### config.mk
export PLATFORM = sky130hd
export DESIGN_NAME = dispatch_buffer_flat
export DESIGN_NICKNAME = d
export VERILOG_FILES = /design/src/rtl/dispatch_buffer_if.sv /design/src/rtl/dispatch_buffer.sv /design/src/flat_wrapper.sv
export SDC_FILE = /design/constraint.sdc
export NUM_CORES = 2
export LEC_CHECK = 0
export CAP_MARGIN = 10
export CORE_AREA = 2 2 372 374
export DETAILED_ROUTE_END_ITERATION = 8
export DIE_AREA = 0 0 374 376
export SETUP_SLACK_MARGIN = 0.05
export SLEW_MARGIN = 20
export SYNTH_ARGS = -nofsm -noshare
export SYNTH_HDL_FRONTEND = slang
export SYNTH_SLANG_ARGS = --single-unit
### constraint.sdc
create_clock -name clk -period 25.6 [get_ports clk]
set_input_delay 6.4 -clock clk [delete_from_list [all_inputs] [get_ports clk]]
set_output_delay 6.4 -clock clk [all_outputs]
set_load 0.05 [all_outputs]
### src/rtl/dispatch_buffer_if.sv
// dispatch_buffer_if: entry type plus the decode/CDB/issue/retire bundle for the dispatch buffer.
package dispatch_buffer_pkg;
    localparam int Q_W = 4;
    typedef enum logic {S_NOT_EXECUTED = 1'b0, S_EXECUTING = 1'b1} e_state_t;
    typedef struct packed {
        logic [7:0]     tag;
        e_state_t       e_state;
        logic [7:0]     op;
        logic [Q_W-1:0] qj;
        logic [Q_W-1:0] qk;
        logic [31:0]    vj;
        logic [31:0]    vk;
    } entry_t;
endpackage

interface dispatch_buffer_if
    import dispatch_buffer_pkg::*;
#(
    parameter int BUF_SIZE     = 8,
    parameter int BUF_SIZE_LOG = 3
);
    logic [1:0]                         in_valid;
    entry_t [1:0]                       in_entry;
    logic                               in_ready;
    logic                               cdb_valid;
    logic [Q_W-1:0]                     cdb_q;
    logic [31:0]                        cdb_value;
    logic [1:0]                         issue_valid;
    logic [1:0][BUF_SIZE_LOG-1:0]       issue_idx;
    logic [1:0]                         retire_valid;
    logic [1:0][BUF_SIZE_LOG-1:0]       retire_idx;
    entry_t [BUF_SIZE-1:0]              entries;
    logic [BUF_SIZE_LOG:0]              free_count;

    modport master (
        output in_valid, in_entry, cdb_valid, cdb_q, cdb_value,
               issue_valid, issue_idx, retire_valid, retire_idx,
        input  in_ready, entries, free_count
    );
    modport slave (
        input  in_valid, in_entry, cdb_valid, cdb_q, cdb_value,
               issue_valid, issue_idx, retire_valid, retire_idx,
        output in_ready, entries, free_count
    );
endinterface

### src/rtl/dispatch_buffer.sv
// dispatch_buffer: age-tagged instruction entry buffer with dual allocate, CDB wakeup, issue marking and retire.
module dispatch_buffer
    import dispatch_buffer_pkg::*;
#(
    parameter int BUF_SIZE     = 8,
    parameter int BUF_SIZE_LOG = 3
) (
    input logic               clk,
    input logic               reset,
    input logic               flush,
    dispatch_buffer_if.slave  bus
);
    entry_t [BUF_SIZE-1:0] ents, nxt;
    logic [BUF_SIZE_LOG:0] free_count, fc_nxt;
    logic acc0, acc1, f0, f1;
    logic [1:0] n, nret;
    logic [BUF_SIZE_LOG-1:0] s0, s1;
    logic [BUF_SIZE-1:0] ret;
    logic [7:0] r;

    function automatic entry_t wake(entry_t e, logic v, logic [Q_W-1:0] q, logic [31:0] val);
        entry_t w;
        w = e;
        if (v && e.qj == q) begin
            w.qj = '0;
            w.vj = val;
        end
        if (v && e.qk == q) begin
            w.qk = '0;
            w.vk = val;
        end
        return w;
    endfunction

    assign bus.in_ready   = free_count >= (BUF_SIZE_LOG+1)'(2);
    assign bus.entries    = ents;
    assign bus.free_count = free_count;

    always_comb begin
        nxt  = ents;
        ret  = '0;
        nret = '0;
        s0   = '0;
        s1   = '0;
        f0   = 1'b0;
        f1   = 1'b0;
        r    = '0;
        acc0 = bus.in_valid[0] && bus.in_ready;
        acc1 = acc0 && bus.in_valid[1];
        n    = {1'b0, acc0} + {1'b0, acc1};
        // free-slot search uses registered tags, so same-cycle retires are not reused
        for (int i = 0; i < BUF_SIZE; i++) begin
            ret[i] = ((bus.retire_valid[0] && bus.retire_idx[0] == BUF_SIZE_LOG'(i)) ||
                      (bus.retire_valid[1] && bus.retire_idx[1] == BUF_SIZE_LOG'(i))) && ents[i].tag != '0;
            nret = nret + {1'b0, ret[i]};
            if (ents[i].tag == '0 && !f0) begin
                s0 = BUF_SIZE_LOG'(i);
                f0 = 1'b1;
            end else if (ents[i].tag == '0 && !f1) begin
                s1 = BUF_SIZE_LOG'(i);
                f1 = 1'b1;
            end
        end
        for (int i = 0; i < BUF_SIZE; i++) begin
            r = '0;
            for (int j = 0; j < BUF_SIZE; j++)
                r = r + {7'b0, ret[j] && ents[j].tag < ents[i].tag};
            if (ret[i]) begin
                nxt[i].tag     = '0;
                nxt[i].e_state = S_NOT_EXECUTED;
            end else if (ents[i].tag != '0) begin
                nxt[i]     = wake(ents[i], bus.cdb_valid, bus.cdb_q, bus.cdb_value);
                nxt[i].tag = ents[i].tag + {6'b0, n} - r;
                if ((bus.issue_valid[0] && bus.issue_idx[0] == BUF_SIZE_LOG'(i)) ||
                    (bus.issue_valid[1] && bus.issue_idx[1] == BUF_SIZE_LOG'(i)))
                    nxt[i].e_state = S_EXECUTING;
            end
        end
        if (acc0) begin
            nxt[s0]         = wake(bus.in_entry[0], bus.cdb_valid, bus.cdb_q, bus.cdb_value);
            nxt[s0].tag     = acc1 ? 8'd2 : 8'd1;
            nxt[s0].e_state = S_NOT_EXECUTED;
        end
        if (acc1) begin
            nxt[s1]         = wake(bus.in_entry[1], bus.cdb_valid, bus.cdb_q, bus.cdb_value);
            nxt[s1].tag     = 8'd1;
            nxt[s1].e_state = S_NOT_EXECUTED;
        end
        fc_nxt = free_count - (BUF_SIZE_LOG+1)'(n) + (BUF_SIZE_LOG+1)'(nret);
        if (flush) begin
            for (int i = 0; i < BUF_SIZE; i++) begin
                nxt[i]         = ents[i];
                nxt[i].tag     = '0;
                nxt[i].e_state = S_NOT_EXECUTED;
            end
            fc_nxt = (BUF_SIZE_LOG+1)'(BUF_SIZE);
        end
    end

    always_ff @(posedge clk or posedge reset) begin
        if (reset) begin
            ents       <= '0;
            free_count <= (BUF_SIZE_LOG+1)'(BUF_SIZE);
        end else begin
            ents       <= nxt;
            free_count <= fc_nxt;
        end
    end
endmodule

### src/flat_wrapper.sv
// flat-port wrapper written by rule: the top's interface ports become plain ports
module dispatch_buffer_flat import dispatch_buffer_pkg::*;
#(
    parameter int BUF_SIZE     = 8,
    parameter int BUF_SIZE_LOG = 3
)
  (clk, reset, flush, bus_in_valid, bus_in_entry, bus_cdb_valid, bus_cdb_q, bus_cdb_value, bus_issue_valid, bus_issue_idx, bus_retire_valid, bus_retire_idx, bus_in_ready, bus_entries, bus_free_count);
  dispatch_buffer_if #(.BUF_SIZE(BUF_SIZE), .BUF_SIZE_LOG(BUF_SIZE_LOG)) bus_i ();
  input logic clk;
  input logic reset;
  input logic flush;
  input wire logic [$bits(bus_i.in_valid)-1:0] bus_in_valid;
  input wire logic [$bits(bus_i.in_entry)-1:0] bus_in_entry;
  input wire logic [$bits(bus_i.cdb_valid)-1:0] bus_cdb_valid;
  input wire logic [$bits(bus_i.cdb_q)-1:0] bus_cdb_q;
  input wire logic [$bits(bus_i.cdb_value)-1:0] bus_cdb_value;
  input wire logic [$bits(bus_i.issue_valid)-1:0] bus_issue_valid;
  input wire logic [$bits(bus_i.issue_idx)-1:0] bus_issue_idx;
  input wire logic [$bits(bus_i.retire_valid)-1:0] bus_retire_valid;
  input wire logic [$bits(bus_i.retire_idx)-1:0] bus_retire_idx;
  output wire logic [$bits(bus_i.in_ready)-1:0] bus_in_ready;
  output wire logic [$bits(bus_i.entries)-1:0] bus_entries;
  output wire logic [$bits(bus_i.free_count)-1:0] bus_free_count;
  assign bus_i.in_valid = bus_in_valid;
  assign bus_i.in_entry = bus_in_entry;
  assign bus_i.cdb_valid = bus_cdb_valid;
  assign bus_i.cdb_q = bus_cdb_q;
  assign bus_i.cdb_value = bus_cdb_value;
  assign bus_i.issue_valid = bus_issue_valid;
  assign bus_i.issue_idx = bus_issue_idx;
  assign bus_i.retire_valid = bus_retire_valid;
  assign bus_i.retire_idx = bus_retire_idx;
  assign bus_in_ready = bus_i.in_ready;
  assign bus_entries = bus_i.entries;
  assign bus_free_count = bus_i.free_count;
  dispatch_buffer #(.BUF_SIZE(BUF_SIZE), .BUF_SIZE_LOG(BUF_SIZE_LOG)) u_core (.clk(clk), .reset(reset), .flush(flush), .bus(bus_i));
endmodule
==> impl_metrics.csv <==
group,metric,value,unit
outcome,status,"finished, final reports clean",
worst_hold_path,worstHoldPathType,"register to register",
sta,worst_slack,13930,ps
worst_setup_path,crit_family,"adder cells",
floorplan,io_pins,953,
synthesis,synth_seq_cells,716,
sta,rsz0062_at_grt,"no",
synthesis,yosysMostFrequentCell,"dfrtp_1",
pwr,powerDensity,157,nW/um2
placement,post_dp_cell_area,61900,um2
detailed_routing,drt_wl_total,296000,um
final_layout,area_growth,27.5,%
clocking,cts_made_buffers,91,
detailed_routing,drc_errors,0,
pwr,p_int,4.73,mW
placement,globalplace.congestion,0.990,
clocking,clk-insertion-delay-late,750,ps
pwr,ir_drop,0.0941,mV
worst_setup_path,critPathKind,"primary input to register",
global_route,grt_overflow,0,
pwr,p_clk_share,13.5,%
pwr,power_frac_seq,20.8,%
sta,worst_pin_slew,1300,ps
final_layout,fill_cells,13000,
sta,setup_violations,0,
synthesis,ys_async_sr_fraction,100,%
pwr,p_sw,5.53,mW
final_layout,fin_nets,7050,
pwr,pwr-share-comb,65.6,%
floorplan,fp.coreArea,137000,um2
placement,portBuffers,934,
flow_run,cap_violations,0,
detailed_routing,post_drt_wl_per_cell,35.8,um
clocking,cts_resized,0,
synthesis,ys.flop_type,"dfrtp_1",
clocking,post-cts-setup-buffer-count,0,
synthesis,syn_nets,6465,
detailed_routing,vias_per_cell,6.69,
synthesis,synth.top_cell.area_share,35.0,%
worst_setup_path,crit_slowest_cell,"and3_1",
sta,whs,495,ps
worst_setup_path,critPathMaxFanout,32,
sta,fmax,0.0857,GHz
placement,place_ws,13340,ps
clocking,h-tree-depth,3,
synthesis,ys_warn_count,0,
sta,relSlewSlack,13.2,%
sta,final.period_utilization,45.6,%
clocking,tritoncts,"built",
synthesis,ys_types,81,
worst_setup_path,end_kind,"register",
detailed_routing,first_iter_violations,7523,
final_layout,drive_gt1_share,6.08,%
synthesis,syn_area,51200,um2
sta,finalCriticalPeriod,11670,ps
sta,slew_viol_final,0,
floorplan,fp-row-count,136,
global_route,grt_pass1_vias,52500,
global_route,grt_pass1_wl,411000,um
floorplan,die_y,376,um
worst_setup_path,startpoint_type,"primary input",
clocking,cts-root-buf,"clkbuf_16",
worst_setup_path,crit_arrival,12270,ps
clocking,clock_path_buffers,3,
detailed_routing,ant_nets,0,
floorplan,die_x,374,um
pwr,swShare,53.9,%
worst_setup_path,path_buf_inv,7,
clocking,cts_hold_buf,0,
worst_setup_path,path_common_cell,"fa_1",
pwr,p_leak,26.6,nW
synthesis,synth.area.top_cells,"dfrtp_1, ha_1, o221ai_1",
floorplan,fp.dieArea,141000,um2
synthesis,yosysSeqAreaShare,35.0,%
synthesis,synth.avg_cell_area,8.84,um2
synthesis,synth_common_cells,"dfrtp_1, nand2_1, nor2_1",
clocking,clock-sinks,716,
synthesis,yosys.area.top_type,"dfrtp_1",
synthesis,synth-edff-count,0,
placement,dp_hpwl,208000,um
sta,tns,0,ps
floorplan,start_util,37.4,%
global_route,grt_start_max_net_pins,159,
global_route,track_usage,40.6,%
clocking,path_clk_slew,60,ps
pwr,power,10.3,mW
worst_setup_path,cp_cell_sequence,"clkdlybuf4s50_1, buf_4, and3_1, inv_2, buf_4, fa_1, inv_1, fa_1, inv_1, fa_1, fa_1, inv_1, ha_1, fa_1, a211oi_1, xnor2_1, a22oi_1, nor2_1",
global_route,antenna_found_initial,66,
detailed_routing,routed-via-count,55500,
final_layout,final_cell_area,65200,um2
detailed_routing,drt_pre_antenna_iters,8,
sta,final_hold_viol_count,0,
worst_setup_path,required,26190,ps
synthesis,synthCells,5785,
sta,clock_skew,46.3,ps
worst_setup_path,slowest_delay,730,ps
final cells by class:
class	count	area (um2)	share of cell area (%)
antenna	48	120	0.184
clock buffer	128	2640	4.04
clock inverter	40	493	0.756
inverter	307	1160	1.78
multi-input combinational	4178	30200	46.2
sequential	716	17900	27.5
tap	1794	2240	3.44
timing repair buffer	1076	10500	16.1
state kept, by name, summed over array words and instances (netlist names):
name and cells:
u_core.bus.free_count 4, u_core.bus.entries 712
power by group through the flow:
stage          registers, mW  logic, mW  clock network (mW)
3_5_place_dp            2.11       6.60                   0
2_1_floorplan           3.67       2.62                   0
4_1_cts                 2.11       6.63                1.39
3_3_place_gp            2.11       6.50                   0
5_1_grt                 2.17       7.09                1.44
6_report                2.14       6.74                1.39
per-stage QoR:
step           cells  utilization [%]
2_1_floorplan   5785                -
6_report        8287             47.7
3_5_place_dp    8069             45.3
4_1_cts         8237             47.6
5_1_grt         8277             47.7
3_3_place_gp    8069             45.3
worst min-delay path, stage by stage, from the launching register on:
cell	delay (ps)
dfrtp_1	340
nand2_1	50
o221ai_1	60
cells in the final DEF, fill, tap and decap left out, types with 66 or more instances in the layout:
master,n
dfrtp_1,715
clkbuf_16,92
ha_1,377
xor2_1,88
mux2i_1,71
clkdlybuf4s50_1,933
fa_1,67
nor3b_1,69
o21ai_1,104
buf_4,137
o22ai_1,294
nor3_1,168
nand2_1,460
o221ai_1,284
a21oi_1,200
a2111oi_0,67
nand3_1,77
a21o_1,66
inv_1,304
o22a_1,187
nor2_1,440
o21ai_0,318
a211o_1,66
kinds of logic after synthesis:
group	after synthesis	synth area share, %
fa+ha+maj	444	11.8
simple gates	1448	12.9
xor+xnor	135	2.31
flops	716	35.0
compound gates	2015	28.3
mux	136	2.82
buf+inv	891	6.82
layer usage:
metal,GRT usage [%],vias to the layer above,part of all wire (%)
li1,-,22900,-
met1,47.3,27600,35
met2,61.2,3962,43
met3,13.6,1026,12
met4,31.9,24,9.5
met5,0,-,0.049
path summary, 6_finish.rpt:
kind	to	slack [ps]	cells after the start	from
max	u_core.bus.entries[621]	13930	18	bus_in_valid[1]
min	u_core.bus.entries[128]	500	2	u_core.bus.entries[128]
max reg2reg	u_core.bus.entries[443]	19100	21	u_core.bus.entries[174]
min reg2reg	u_core.bus.entries[128]	500	2	u_core.bus.entries[128]
max in group asynchronous	u_core.bus.entries[40]	16120	5	reset
min in group asynchronous	u_core.bus.entries[75]	6250	2	reset
(Power assumes the default switching activity.)
